File: config.mk
export PLATFORM = sky130hd
export DESIGN_NAME = ctrl_stage
export DESIGN_NICKNAME = d
export VERILOG_FILES = /design/src/rtl/rv_ctrl_pkg.sv /design/src/rtl/ctrl_decode.sv /design/src/rtl/ctrl_stage.sv
export SDC_FILE = /design/constraint.sdc
export NUM_CORES = 1
export LEC_CHECK = 0
export CORE_UTILIZATION = 46
export CTS_CLUSTER_SIZE = 8
export DETAILED_ROUTE_END_ITERATION = 10
export PLACE_DENSITY = 0.75
export SLEW_MARGIN = 20
export SYNTH_ARGS = -nofsm -noshare
export SYNTH_HDL_FRONTEND = slang
export SYNTH_SLANG_ARGS = --single-unit
File: constraint.sdc
create_clock -name i_clk -period 2.3 [get_ports i_clk]
set_clock_uncertainty 0.15 [all_clocks]
set_input_delay 0.345 -clock i_clk [delete_from_list [all_inputs] [get_ports i_clk]]
set_output_delay 0.345 -clock i_clk [all_outputs]
set_load 0.05 [all_outputs]
File: src/rtl/rv_ctrl_pkg.sv
// Shared types and constants for the RV32 decode/control stage.
// The divide/multiply decode is enabled by defining RV_CTRL_MULDIV_EN.
package rv_ctrl_pkg;

  localparam int ALU_CTRL_WIDTH = 5;

  localparam logic [6:0] OPC_LUI    = 7'b0110111;
  localparam logic [6:0] OPC_AUIPC  = 7'b0010111;
  localparam logic [6:0] OPC_JAL    = 7'b1101111;
  localparam logic [6:0] OPC_JALR   = 7'b1100111;
  localparam logic [6:0] OPC_BRANCH = 7'b1100011;
  localparam logic [6:0] OPC_LOAD   = 7'b0000011;
  localparam logic [6:0] OPC_STORE  = 7'b0100011;
  localparam logic [6:0] OPC_OP_IMM = 7'b0010011;
  localparam logic [6:0] OPC_OP     = 7'b0110011;

  localparam logic [6:0] F7_BASE = 7'b0000000;
  localparam logic [6:0] F7_ALT  = 7'b0100000;
  localparam logic [6:0] F7_MULDIV = 7'b0000001;

  localparam logic [2:0] IMM_I = 3'd0;
  localparam logic [2:0] IMM_S = 3'd1;
  localparam logic [2:0] IMM_B = 3'd2;
  localparam logic [2:0] IMM_U = 3'd3;
  localparam logic [2:0] IMM_J = 3'd4;

  localparam logic [1:0] RES_ALU = 2'd0;
  localparam logic [1:0] RES_MEM = 2'd1;
  localparam logic [1:0] RES_PC4 = 2'd2;
  localparam logic [1:0] RES_IMM = 2'd3;

  localparam logic [1:0] MASK_BYTE = 2'd0;
  localparam logic [1:0] MASK_HALF = 2'd1;
  localparam logic [1:0] MASK_WORD = 2'd2;

  typedef enum logic [ALU_CTRL_WIDTH-1:0] {
    ALU_ADD = 5'd0, ALU_SUB, ALU_AND, ALU_OR, ALU_XOR, ALU_SLT, ALU_SLTU,
    ALU_SLL, ALU_SRL, ALU_SRA,
    ALU_MUL = 5'd10, ALU_MULH, ALU_MULHSU, ALU_MULHU,
    ALU_DIV, ALU_DIVU, ALU_REM, ALU_REMU
  } alu_op_e;

  typedef enum logic {RUN, DIV_WAIT} state_e;

  typedef struct packed {
    logic                      regfile_write;
    logic [2:0]                immext_src;
    logic                      pc_adder_src;
    logic                      alu_src_a;
    logic                      alu_src_b;
    logic                      mem_access;
    logic                      mem_write;
    logic [1:0]                result_src;
    logic [ALU_CTRL_WIDTH-1:0] alu_ctrl;
    logic [1:0]                mask_type;
    logic                      ext_type;
    logic                      branch;
    logic                      jump;
  } ctrl_t;

  // alt selects SUB/SRA; callers only raise it where that encoding is legal
  function automatic logic [ALU_CTRL_WIDTH-1:0] alu_base(input logic [2:0] funct3,
                                                          input logic alt);
    case (funct3)
      3'b000:  alu_base = alt ? ALU_SUB : ALU_ADD;
      3'b001:  alu_base = ALU_SLL;
      3'b010:  alu_base = ALU_SLT;
      3'b011:  alu_base = ALU_SLTU;
      3'b100:  alu_base = ALU_XOR;
      3'b101:  alu_base = alt ? ALU_SRA : ALU_SRL;
      3'b110:  alu_base = ALU_OR;
      default: alu_base = ALU_AND;
    endcase
  endfunction

endpackage

File: src/rtl/ctrl_decode.sv
// Combinational RV32I(+M when RV_CTRL_MULDIV_EN is defined) control decode.
module ctrl_decode
  import rv_ctrl_pkg::*;
(
  input  logic [6:0] opcode,
  input  logic [2:0] funct3,
  input  logic [6:0] funct7,
  output ctrl_t      ctrl,
  output logic       illegal,
  output logic       is_div
);

  always_comb begin
    ctrl    = '0;
    illegal = 1'b0;
    is_div  = 1'b0;
    case (opcode)
      OPC_LUI: begin
        ctrl.regfile_write = 1'b1;
        ctrl.immext_src    = IMM_U;
        ctrl.result_src    = RES_IMM;
      end
      OPC_AUIPC: begin
        ctrl.regfile_write = 1'b1;
        ctrl.immext_src    = IMM_U;
        ctrl.alu_src_a     = 1'b1;
        ctrl.alu_src_b     = 1'b1;
      end
      OPC_JAL: begin
        ctrl.regfile_write = 1'b1;
        ctrl.immext_src    = IMM_J;
        ctrl.result_src    = RES_PC4;
        ctrl.jump          = 1'b1;
      end
      OPC_JALR: begin
        ctrl.regfile_write = 1'b1;
        ctrl.immext_src    = IMM_I;
        ctrl.pc_adder_src  = 1'b1;
        ctrl.result_src    = RES_PC4;
        ctrl.jump          = 1'b1;
        illegal            = (funct3 != 3'b000);
      end
      OPC_BRANCH: begin
        ctrl.immext_src = IMM_B;
        ctrl.branch     = 1'b1;
        case (funct3[2:1])
          2'b00:   ctrl.alu_ctrl = ALU_SUB;
          2'b10:   ctrl.alu_ctrl = ALU_SLT;
          2'b11:   ctrl.alu_ctrl = ALU_SLTU;
          default: illegal = 1'b1;
        endcase
      end
      OPC_LOAD: begin
        ctrl.regfile_write = 1'b1;
        ctrl.immext_src    = IMM_I;
        ctrl.alu_src_b     = 1'b1;
        ctrl.mem_access    = 1'b1;
        ctrl.result_src    = RES_MEM;
        ctrl.mask_type     = funct3[1:0];
        ctrl.ext_type      = ~funct3[2];
        illegal            = (funct3[1:0] == 2'b11) || (funct3[2] && funct3[1]);
      end
      OPC_STORE: begin
        ctrl.immext_src = IMM_S;
        ctrl.alu_src_b  = 1'b1;
        ctrl.mem_access = 1'b1;
        ctrl.mem_write  = 1'b1;
        ctrl.mask_type  = funct3[1:0];
        illegal         = funct3[2] || (funct3[1:0] == 2'b11);
      end
      OPC_OP_IMM: begin
        ctrl.regfile_write = 1'b1;
        ctrl.immext_src    = IMM_I;
        ctrl.alu_src_b     = 1'b1;
        ctrl.alu_ctrl      = alu_base(funct3, (funct3 == 3'b101) && funct7[5]);
        if (funct3 == 3'b001)
          illegal = (funct7 != F7_BASE);
        else if (funct3 == 3'b101)
          illegal = (funct7 != F7_BASE) && (funct7 != F7_ALT);
      end
      OPC_OP: begin
        ctrl.regfile_write = 1'b1;
        case (funct7)
          F7_BASE: ctrl.alu_ctrl = alu_base(funct3, 1'b0);
          F7_ALT: begin
            ctrl.alu_ctrl = alu_base(funct3, 1'b1);
            illegal       = (funct3 != 3'b000) && (funct3 != 3'b101);
          end
`ifdef RV_CTRL_MULDIV_EN
          F7_MULDIV: begin
            ctrl.alu_ctrl = ALU_CTRL_WIDTH'(ALU_MUL) + ALU_CTRL_WIDTH'(funct3);
            is_div        = funct3[2];
          end
`endif
          default: illegal = 1'b1;
        endcase
      end
      default: illegal = 1'b1;
    endcase

    // an undecodable instruction must not have any side effect downstream
    if (illegal) begin
      ctrl   = '0;
      is_div = 1'b0;
    end
  end

endmodule

File: src/rtl/ctrl_stage.sv
// Registered decode stage with a multi-cycle divide occupancy FSM.
// Divide/multiply support is compiled in only when RV_CTRL_MULDIV_EN is defined.
module ctrl_stage
  import rv_ctrl_pkg::*;
#(
  parameter int DIV_CYCLES = 32,
  parameter int ALU_CTRL_W = ALU_CTRL_WIDTH
) (
  input  logic       i_clk,
  input  logic       i_rst,
  input  logic       i_valid,
  output logic       o_ready,
  input  logic [6:0] i_opcode,
  input  logic [2:0] i_funct3,
  input  logic [6:0] i_funct7,
  input  logic       i_stall,
  input  logic       i_flush,
  output logic       o_valid,
  output ctrl_t      o_ctrl,
  output logic       o_illegal,
  output logic       o_muldiv_busy
);

  localparam int CNT_W = (DIV_CYCLES > 2) ? $clog2(DIV_CYCLES) : 1;
  localparam logic [CNT_W-1:0] CNT_LOAD = CNT_W'(DIV_CYCLES - 1);

  if (ALU_CTRL_W != ALU_CTRL_WIDTH || DIV_CYCLES < 2 || DIV_CYCLES > 64) begin : g_param_check
    $error("ctrl_stage: unsupported ALU_CTRL_W or DIV_CYCLES");
  end

  state_e           state_q, state_d;
  logic [CNT_W-1:0] cnt_q, cnt_d;
  ctrl_t            dec_ctrl;
  logic             dec_illegal, dec_is_div;
  logic             accept;

  ctrl_decode u_decode (
    .opcode  (i_opcode),
    .funct3  (i_funct3),
    .funct7  (i_funct7),
    .ctrl    (dec_ctrl),
    .illegal (dec_illegal),
    .is_div  (dec_is_div)
  );

  assign accept = i_valid && o_ready;

  always_ff @(posedge i_clk) begin
    if (i_rst) begin
      state_q <= RUN;
      cnt_q   <= '0;
    end else begin
      state_q <= state_d;
      cnt_q   <= cnt_d;
    end
  end

  always_comb begin
    state_d = state_q;
    cnt_d   = cnt_q;
    if (i_flush) begin
      state_d = RUN;
      cnt_d   = '0;
    end else begin
      case (state_q)
        RUN: begin
          if (accept && dec_is_div) begin
            state_d = DIV_WAIT;
            cnt_d   = CNT_LOAD;
          end
        end
        default: begin
          cnt_d = cnt_q - 1'b1;
          if (cnt_q <= 1) begin
            state_d = RUN;
            cnt_d   = '0;
          end
        end
      endcase
    end
  end

  always_comb begin
    o_ready = (state_q == RUN) && !i_stall && !i_rst;
`ifdef RV_CTRL_MULDIV_EN
    o_muldiv_busy = (state_q == DIV_WAIT);
`else
    o_muldiv_busy = 1'b0;
`endif
  end

  // a divide keeps its decoded bundle in o_ctrl and only raises o_valid on completion
  always_ff @(posedge i_clk) begin
    if (i_rst || i_flush) begin
      o_valid   <= 1'b0;
      o_illegal <= 1'b0;
      o_ctrl    <= '0;
    end else if (state_q == DIV_WAIT) begin
      if (cnt_q <= 1)
        o_valid <= 1'b1;
    end else if (accept) begin
      o_ctrl    <= dec_ctrl;
      o_illegal <= dec_illegal;
      o_valid   <= !dec_is_div;
    end else if (!i_stall) begin
      o_valid   <= 1'b0;
      o_illegal <= 1'b0;
      o_ctrl    <= '0;
    end
  end

endmodule

==> results.yml <==
synth:
  yosysWarnings: 0
  synthTopCellsByArea: "dfxtp_1 (37%), nand2_1 (7.0%), nor2_1 (5.0%), o21ai_0 (5.0%), nor3_1 (2.3%)"
  yosysTopAreaCell: "dfxtp_1"
  yosysTopAreaCellShare_pct: 37.2
  syn_avg_cell_area_um2: 7.80
  synth_edf_count: 0
  ys_seq_elements: 28
  synth_cells: 193
  seq_area_frac_synth_pct: 37.2
  synthesis.area_um2: 1510
  synth_common_cells: "dfxtp_1 (28), nand2_1 (28), nor2_1 (20)"
  async_reset_ff_share_pct: 0
  ys_types: 49
  synth-main-ff-cell: "dfxtp_1"
worst_hold_path:
  min_from: "o_ctrl[1]$_SDFFE_PP0P_"
  hold_end: "o_ctrl[1]$_SDFFE_PP0P_"
  whs_path_depth: 2
  hp-class: "flip-flop to flip-flop"
cells_and_area:
  fin_nets: 286
  drive_above_1_share_pct: 18.0
  final_cells: 305
  final_util_pct: 73.3
  antenna_cells: 0
  syn_to_final_growth_pct: 49.9
timing:
  max_clock_freq_ghz: 0.481
  holdWs_ns: 0.307
  hold_viol_final: 0
  period_minus_slack_ns: 2.08
  tightest_slew_ns: 0.516
  finalCritPeriodShare_pct: 90.5
  tns_ns: 0
  drv_slew: 0
  setup_violations: 0
  rsz0062_at_grt: "no"
  timing.slew.headroom_pct: 65.5
clocking:
  clk_path_buf_depth: 2
  worstSkewPairLatency_ns: 0.32
  cts_num_sinks: 28
  hold_buffers: 0
  htree_num_levels: 1
  numCtsBuffers: 3
  tritoncts: "yes"
  cts_resized: 0
  post_cts_buffers: 0
  cts_root_buffer: "clkbuf_4"
  path_clk_slew_ns: 0.15
floorplan:
  dieHeight_um: 59.2
  core_area_um2: 3080
  die_w_um: 59.2
  initial_core_util_pct: 48.9
  num_rows: 20
  die_area_um2: 3500
  ios: 47
setup_path:
  max_stage_delay_ns: 0.83
  critical_path_class: "flip-flop to output port"
  worstPathRequired_ns: 1.80
  startpoint_type: "flip-flop"
  worstReg2RegStart: "state_q$_SDFF_PP0_"
  cp_data_arrival_time_ns: 1.59
  path_delay_family: "buffers and inverters"
  crit_fanout: 4
  reg2reg_to: "o_ctrl[4]$_SDFFE_PP0P_"
  end_kind: "output port"
  ff2ff_setup_slack_ns: 0.51
  crit_buf_inv: 1
  crit_path_top_delay_cell: "clkdlybuf4s50_1"
  rr_worst_depth: 6
  cp_cell_sequence: "clkdlybuf4s50_1"
routing:
  ant_nets: 0
  drt-total-wl_um: 3930
  vias_per_cell: 5.39
  num_vias: 1645
  drt_iter0_markers: 76
  wl_per_cell_um: 12.9
  dr.pass1.iters: 4
  drc: 0
power_and_ir_drop:
  power.share.sequential_pct: 50.0
  irDropWorstVdd_mv: 0.239
  switchingPower_mw: 0.223
  p_comb_share_pct: 17.4
  p_leak_nw: 0.824
  p_sw_share_pct: 22.9
  powerDensity_nw_per_um2: 431
  p_int_mw: 0.749
  pwr-share-clk_pct: 32.5
run_status:
  status: "finished, final reports clean"
global_routing:
  grt_max_degree: 17
  grt_pass1_vias: 1524
  grt_overflow: 0
  gr-usage-all-layers_pct: 24.8
  grt_pass1_wl_um: 6560
  antenna_found_initial: 0
placed_design:
  portBuffers: 44
  dp_hpwl_um: 3180
  place.gp.congestion: 0.833
  place_inst: 301
run:
  cap_viol_max_count: 0
[flip-flops by register name, indices dropped and copies added, names as in the netlist]
register   cells
o_ctrl        20
state_q        1
o_illegal      1
cnt_q          5
o_valid        1
[cell usage in the layout (no fill, tap or decap), types with 2 or more instances in the layout]
cell type / count
a211o_1: 2
a211oi_1: 2
a21oi_1: 6
a221oi_1: 2
a32o_1: 2
and2_1: 3
buf_12: 2
buf_4: 31
clkbuf_4: 3
clkdlybuf4s50_1: 43
conb_1: 2
dfxtp_1: 28
ha_1: 2
inv_1: 5
nand2_1: 28
nand2b_1: 4
nand3_1: 5
nand3b_1: 3
nand4_1: 3
nor2_1: 20
nor2b_1: 3
nor3_1: 6
nor4_1: 3
o21ai_0: 15
o21ai_1: 4
o31ai_1: 4
or2_2: 3
or3_1: 2
xnor2_1: 2
xor2_1: 2
[how the worst max path moves through the flow]
stage	startpoint	end	slack [ns]	cells after the start
after floorplan	state_q$_SDFF_PP0_	o_ctrl[5]$_SDFFE_PP0P_	0.08	5
after global placement	i_opcode[3]	o_ctrl[0]$_SDFFE_PP0P_	-0.04	6
after detailed placement	i_opcode[4]	o_ctrl[0]$_SDFFE_PP0P_	-0.08	6
after CTS	o_ctrl[5]$_SDFFE_PP0P_	o_ctrl[5]	0.22	1
after global routing	i_funct3[0]	o_ctrl[4]$_SDFFE_PP0P_	0.13	7
final	o_ctrl[5]$_SDFFE_PP0P_	o_ctrl[5]	0.22	1
[area by class of cell]
type	instances	area (um^2)
timing repair buffer	76	703
clock buffer	3	22.5
sequential	28	561
fill	259	822
clock inverter	1	30.0
multi-input combinational	148	866
inverter	5	18.8
tap	44	55.1
[power groups by stage]
stage / clock network (mW) / registers, mW / logic [mW]
2_1_floorplan: 0 / 0.499 / 0.0748
3_3_place_gp: 0 / 0.497 / 0.163
3_5_place_dp: 0 / 0.497 / 0.167
4_1_cts: 0.321 / 0.486 / 0.168
5_1_grt: 0.347 / 0.487 / 0.183
6_report: 0.316 / 0.486 / 0.169
[cell families (layout without fill, tap and decap cells)]
kind of cell / count (synthesis) / after routing / synth area share [%]
fa+ha+maj: 2 / 2 / 1.66
buf+inv: 18 / 85 / 5.82
compound gates: 47 / 47 / 20.8
simple gates: 92 / 92 / 31.2
xor+xnor: 4 / 4 / 2.33
flops: 28 / 28 / 37.2
other cells: 1 / 2 / 0.249
mux: 1 / 1 / 0.748
[stage by stage]
step	area, um^2	power, mW	setup slack, ns
5_1_grt	2260	1.02	0.134
6_report	2260	0.972	0.219
3_3_place_gp	2200	0.660	-0.0370
3_5_place_dp	2200	0.664	-0.0825
4_1_cts	2260	0.976	0.220
2_1_floorplan	1510	0.574	0.0846
[routing by layer]
metal	global-route usage [%]	vias up	part of all wire [%]
li1	-	817	-
met1	31.6	765	46
met2	40.9	55	48
met3	4.37	8	4.3
met4	10.5	0	1.6
met5	0	-	0
Power figures use the tool's default switching activity.
==> RTL edit 1, RTL diff (config.mk and constraints unchanged) <==
The option `RV_CTRL_MULDIV_EN` is turned on by a define.
--- a/src/rtl/ctrl_decode.sv
+++ b/src/rtl/ctrl_decode.sv
@@ -1,2 +1,4 @@
 // Combinational RV32I(+M when RV_CTRL_MULDIV_EN is defined) control decode.
+`define RV_CTRL_MULDIV_EN
+
 module ctrl_decode
Check against the original RTL: not equivalent (a bounded check fails within 4 cycles, from zero or initial values).
==> RTL edit 1 against the unedited design <==
Combinational power increased by 24%; wire length increased by 40%; setup slack got worse by 0.16 ns; area after synthesis rose by 18%; power increased by 18%; clock power is 36% higher; sequential cell count rose by 1; die area is 17% higher; sequential power increased by 3%; final area rose by 21%; final cell count increased by 19%.
==> RTL edit 1: results (changes against the unedited design) <==
* Met3 Use GR at 7.14% (+2.8 points)
* Clk root buf: clkbuf_8
* Seq/Total Area, Yosys at 32.7% (-4.5 points)
* Count of cell types in the netlist at 48 (-2.0%)
* RePlAce Congestion at 0.894 (+7.3%)
* M1 GR Usage at 32.8% (+1.2 points)
* HPWL after DPL at 4070 um (+28%)
* DR WL/cell at 15.2 um (+18%)
* TritonCTS buffer count at 5 (+2)
* DR pass1 iterations at 4 (unchanged)
* Vias/cell at 5.69 (+5.6%)
* Vias in the first global route at 1876 (+23%)
* Most Crowded Layer GR: met2
* Average cell area after synthesis at 7.79 um^2 (-0.15%)
* Max clock buf depth at 2 (unchanged)
* Inserted Diodes at 0 (unchanged)
* Leakage power at 1.02 nW (+24%)
* Worst VDD drop at 0.264 mV (+11%)
* Post-synth top cells: nand2_1, dfxtp_1, nor2_1, o21ai_1, a21oi_1
* Vias at 2061 (+25%)
* Largest regs: o_ctrl (21), cnt_q (5)
* H-tree depth at 2 (+1)
* R2R setup slack at 0.43 ns (-0.08 ns)
* Nets@finish at 342 (+20%)
* Gr usage total at 28.0% (+3.2 points)
* Worst skew pair latency at 0.29 ns (-0.03 ns)
* Rel. slew slack at 66.1% (+0.59 points)
* CP Data Arrival Time at 2.29 ns (+0.70 ns)
* Layout cells sized above 1 at 22.9% (+4.9 points)
* Port Buffer Count at 46 (+4.5%)
* Hold Path Class: flip-flop to flip-flop
* First-pass GRT wire length at 8720 um (+33%)
* Initial antenna violation count at 0 (unchanged)
* Yosys warns at 0 (unchanged)
* Largest net degree at the start of global routing at 19 (+2)
* First-iteration detailed-routing DRC count at 165 (+120%)
* Synth top area cells: dfxtp_1, nand2_1, ha_1
* Placed cells at 353 (+17%)
* Status: finished, final reports clean
* Clock-pin slew on the worst setup and hold paths at 0.07 ns (-0.08 ns)
* Mapped Nets at 257
* Crit Path Max Fanout at 4 (unchanged)
* Met2 usage at 47.3% (+6.4 points)
* Synth async-reset ratio at 0% (unchanged)
-- RTL edit 1: per-layer routing --
metal | wire (um) | share of wire, %
met3 | 400 | 7.2
met2 | 2690 | 49
met5 | 0 | 0
met1 | 2250 | 41
met4 | 176 | 3.2
-- RTL edit 1: worst paths after layout --
check / to / from / cells past startpoint
hold / removal: o_ctrl[3]$_SDFFE_PP0P_ / o_ctrl[3]$_SDFFE_PP0P_ / 2
setup reg to reg: o_ctrl[16]$_SDFFE_PP0P_ / o_muldiv_busy$_SDFF_PP0_ / 6
setup / recovery: o_ctrl[5]$_SDFFE_PP0P_ / i_funct7[4] / 6
hold reg to reg: o_ctrl[3]$_SDFFE_PP0P_ / o_ctrl[3]$_SDFFE_PP0P_ / 2
-- RTL edit 1: area by class of cell --
| cell class | count | area [um^2] |
|---|---|---|
| fill | 300 | 956 |
| sequential | 29 | 581 |
| timing repair buffer | 93 | 835 |
| clock inverter | 3 | 17.5 |
| inverter | 7 | 26.3 |
| tap | 48 | 60.1 |
| clock buffer | 5 | 68.8 |
| multi-input combinational | 177 | 1140 |
-- RTL edit 1: stage by stage --
| step | cell area [um^2] | hold WS (ns) | setup TNS, ns | setup WS [ns] | total power [W] |
|---|---|---|---|---|---|
| after floorplan | 1780 | 0.297 | 0 | 0.00377 | 0.000603 |
| after global placement | 2580 | 0.285 | -3.66 | -0.302 | 0.000714 |
| after detailed placement | 2580 | 0.289 | -4.60 | -0.348 | 0.000717 |
| after CTS | 2680 | 0.300 | 0 | 0.0348 | 0.00114 |
| after global routing | 2730 | 0.322 | -0.00188 | -0.00188 | 0.00119 |
| final | 2730 | 0.297 | 0 | 0.0618 | 0.00114 |
-- RTL edit 1: what timing repair did --
action	4_1_cts	5_1_grt
gates resized for setup	3	9
pin swaps	7	5
gates cloned	1	0
setup buffers	0	1
endpoints found under the setup margin	2	5
-- RTL edit 1: critical path: stages --
cell and delay (ns):
dlymetal6s2s_1 0.13, or4_4 0.56, or4_4 0.54, a221oi_4 0.30, nor3_4 0.09, a2111oi_4 0.32
-- RTL edit 1: where the power goes --
group / internal (W) / total, W / switching, W / leakage (nW)
registers: 0.000503 / 0.000503 / 0.000000586 / 0.234
logic: 0.000105 / 0.000210 / 0.000105 / 0.745
clock network: 0.000209 / 0.000430 / 0.000222 / 0.0439
-- RTL edit 1: logic make-up after synthesis --
logic type,after synthesis,share of synthesized area [%]
simple gates,98,28.5
compound gates,65,24.7
flops,29,32.7
buf+inv,22,5.21
fa+ha+maj,7,4.93
mux,5,2.96
xor+xnor,2,0.987
==> RTL edit 2, RTL diff (config.mk and constraints unchanged) <==
Made on the original files. Reset style: asynchronous (`i_rst`), changed in one clocked block.
--- a/src/rtl/ctrl_stage.sv
+++ b/src/rtl/ctrl_stage.sv
@@ -47,3 +47,3 @@
 
-  always_ff @(posedge i_clk) begin
+  always_ff @(posedge i_clk or posedge i_rst) begin
     if (i_rst) begin
Function: same outputs for any inputs over 10 cycles, from zero or initial values and one cycle with i_rst high; that may be too few to reach the edited logic, so the function may still have changed.
==> RTL edit 2 against the unedited design <==
Sequential cell count unchanged; via count decreased by 2.5%; area after synthesis rose by 4.3%; count of clock-buffer cells in the layout is 1 higher; register-to-register slack worse by 0.04 ns; wire length up 5.4%; final area rose by 1.4%; first-iteration DRC count rose by 16%; power down 3.9%; setup slack lost 0.017 ns; critical path depth grew 6; non-clock buffer count shrank 3; highest routed layer unchanged.
==> RTL edit 2: results (changes against the unedited design) <==
* Detailed Route WL at 4140 um (+5.4%)
* R2R setup slack at 0.47 ns (-0.04 ns)
* Worst skew pair latency at 0.32 ns (about the same)
* Max layer used: met4
* Nets@finish at 281 (-1.7%)
* First-pass GRT wire length at 6920 um (+5.5%)
* Synth async-reset ratio at 21.4% (+21 points)
* Crit Path Max Fanout at 8 (+4)
* Port Buffer Count at 44 (unchanged)
* Leakage power at 0.882 nW (+7.0%)
* Yosys warns at 0 (unchanged)
* Fmax at 0.477 GHz (-0.79%)
* Met3 Use GR at 2.13% (-2.2 points)
* Worst r2r src: state_q$_DFF_PP0_
* Met2 usage at 43.8% (+2.9 points)
* Pre-CTS WS at -0.143 ns (-0.0600 ns)
* M1 WL at 1850 um (+2.4%)
* CP Data Arrival Time at 2.21 ns (+0.62 ns)
* Count of cell types in the netlist at 50 (+2.0%)
* Comb pwr at 0.000168 W
* Worst R2R End: o_ctrl[1]$_SDFFE_PP0P_
* Adder-cell share of the synthesized area at 1.59% (-0.069 points)
* Status: finished, final reports clean
* Hold Path Class: input port to async pin
* Layout cells sized above 1 at 19.9% (+1.9 points)
* Synth top area cells: dfxtp_1, dfrtp_1, nand2_1
* Post-synth top flop: dfxtp_1
* Xor/xnor share of the synthesized area at 1.12% (-1.2 points)
* Crit-path max cell delay at 0.47 ns (-0.36 ns)
* RePlAce Congestion at 0.835 (+0.24%)
* Multiplexer share of the synthesized area at 0.637% (-0.11 points)
* Int Power at 0.000705 W (-5.9%)
* Initial antenna violation count at 0 (unchanged)
* CP startpoint: i_opcode[3]
* M1 GR Usage at 32.4% (+0.83 points)
* Vias at 1604 (-2.5%)
* Routed wl met2 at 2080 um (+9.5%)
* First-iteration detailed-routing DRC count at 88 (+16%)
* Sequential Power Share at 52.3% (+2.3 points)
* HPWL after DPL at 3440 um (+8.2%)
* Vias in the first global route at 1544 (+1.3%)
* Slew @ Worst Pin at 0.534 ns (+0.0177 ns)
* Gr usage total at 24.9% (+0.095 points)
* Largest regs: o_ctrl (20), cnt_q (5)
* Seq/Total Area, Yosys at 37.6% (+0.37 points)
* Crit path capture: o_ctrl[1]$_SDFFE_PP0P_
* Compound-gate portion of the synthesized area at 26.1% (+5.3 points)
* Wire length on met3 at 174 um (+2.4%)
* TritonCTS buffer count at 3 (unchanged)
* Worst VDD drop at 0.228 mV (-4.3%)
* H-tree depth at 1 (unchanged)
* Largest net degree at the start of global routing at 18 (+1)
* Post-synth top cells: nand2_1, dfxtp_1, nor2_1, a21oi_1
[RTL edit 2: changes by cell type after synthesis, moves of 4 or more]
cell,unedited run,this run
o21ai_2,0,10
nor2_1,20,13
o21ai_0,15,8
dfrtp_1,0,6
dfxtp_1,28,22
a21oi_1,6,11
inv_1,5,10
nand2_1,28,32
nand2b_1,4,0
[RTL edit 2: metrics by stage]
stage / instance area, um^2 / util, % / TNS [ns] / cells / hold WS, ns
after floorplan: 1580 / - / 0 / 191 / -0.0140
after global placement: 2240 / 71.0 / -0.316 / 296 / 0.288
after detailed placement: 2240 / 71.0 / -1.83 / 296 / 0.291
after CTS: 2290 / 72.5 / 0 / 300 / 0.129
after global routing: 2290 / 72.5 / 0 / 300 / 0.149
final: 2290 / 72.5 / 0 / 300 / 0.122
[RTL edit 2: cell type report]
cell class                 instances  area, um^2
multi-input combinational        141         888
fill                             262         866
timing repair buffer              73         668
sequential                        28         591
tap                               44        55.1
clock buffer                       4        47.5
inverter                          10        37.5
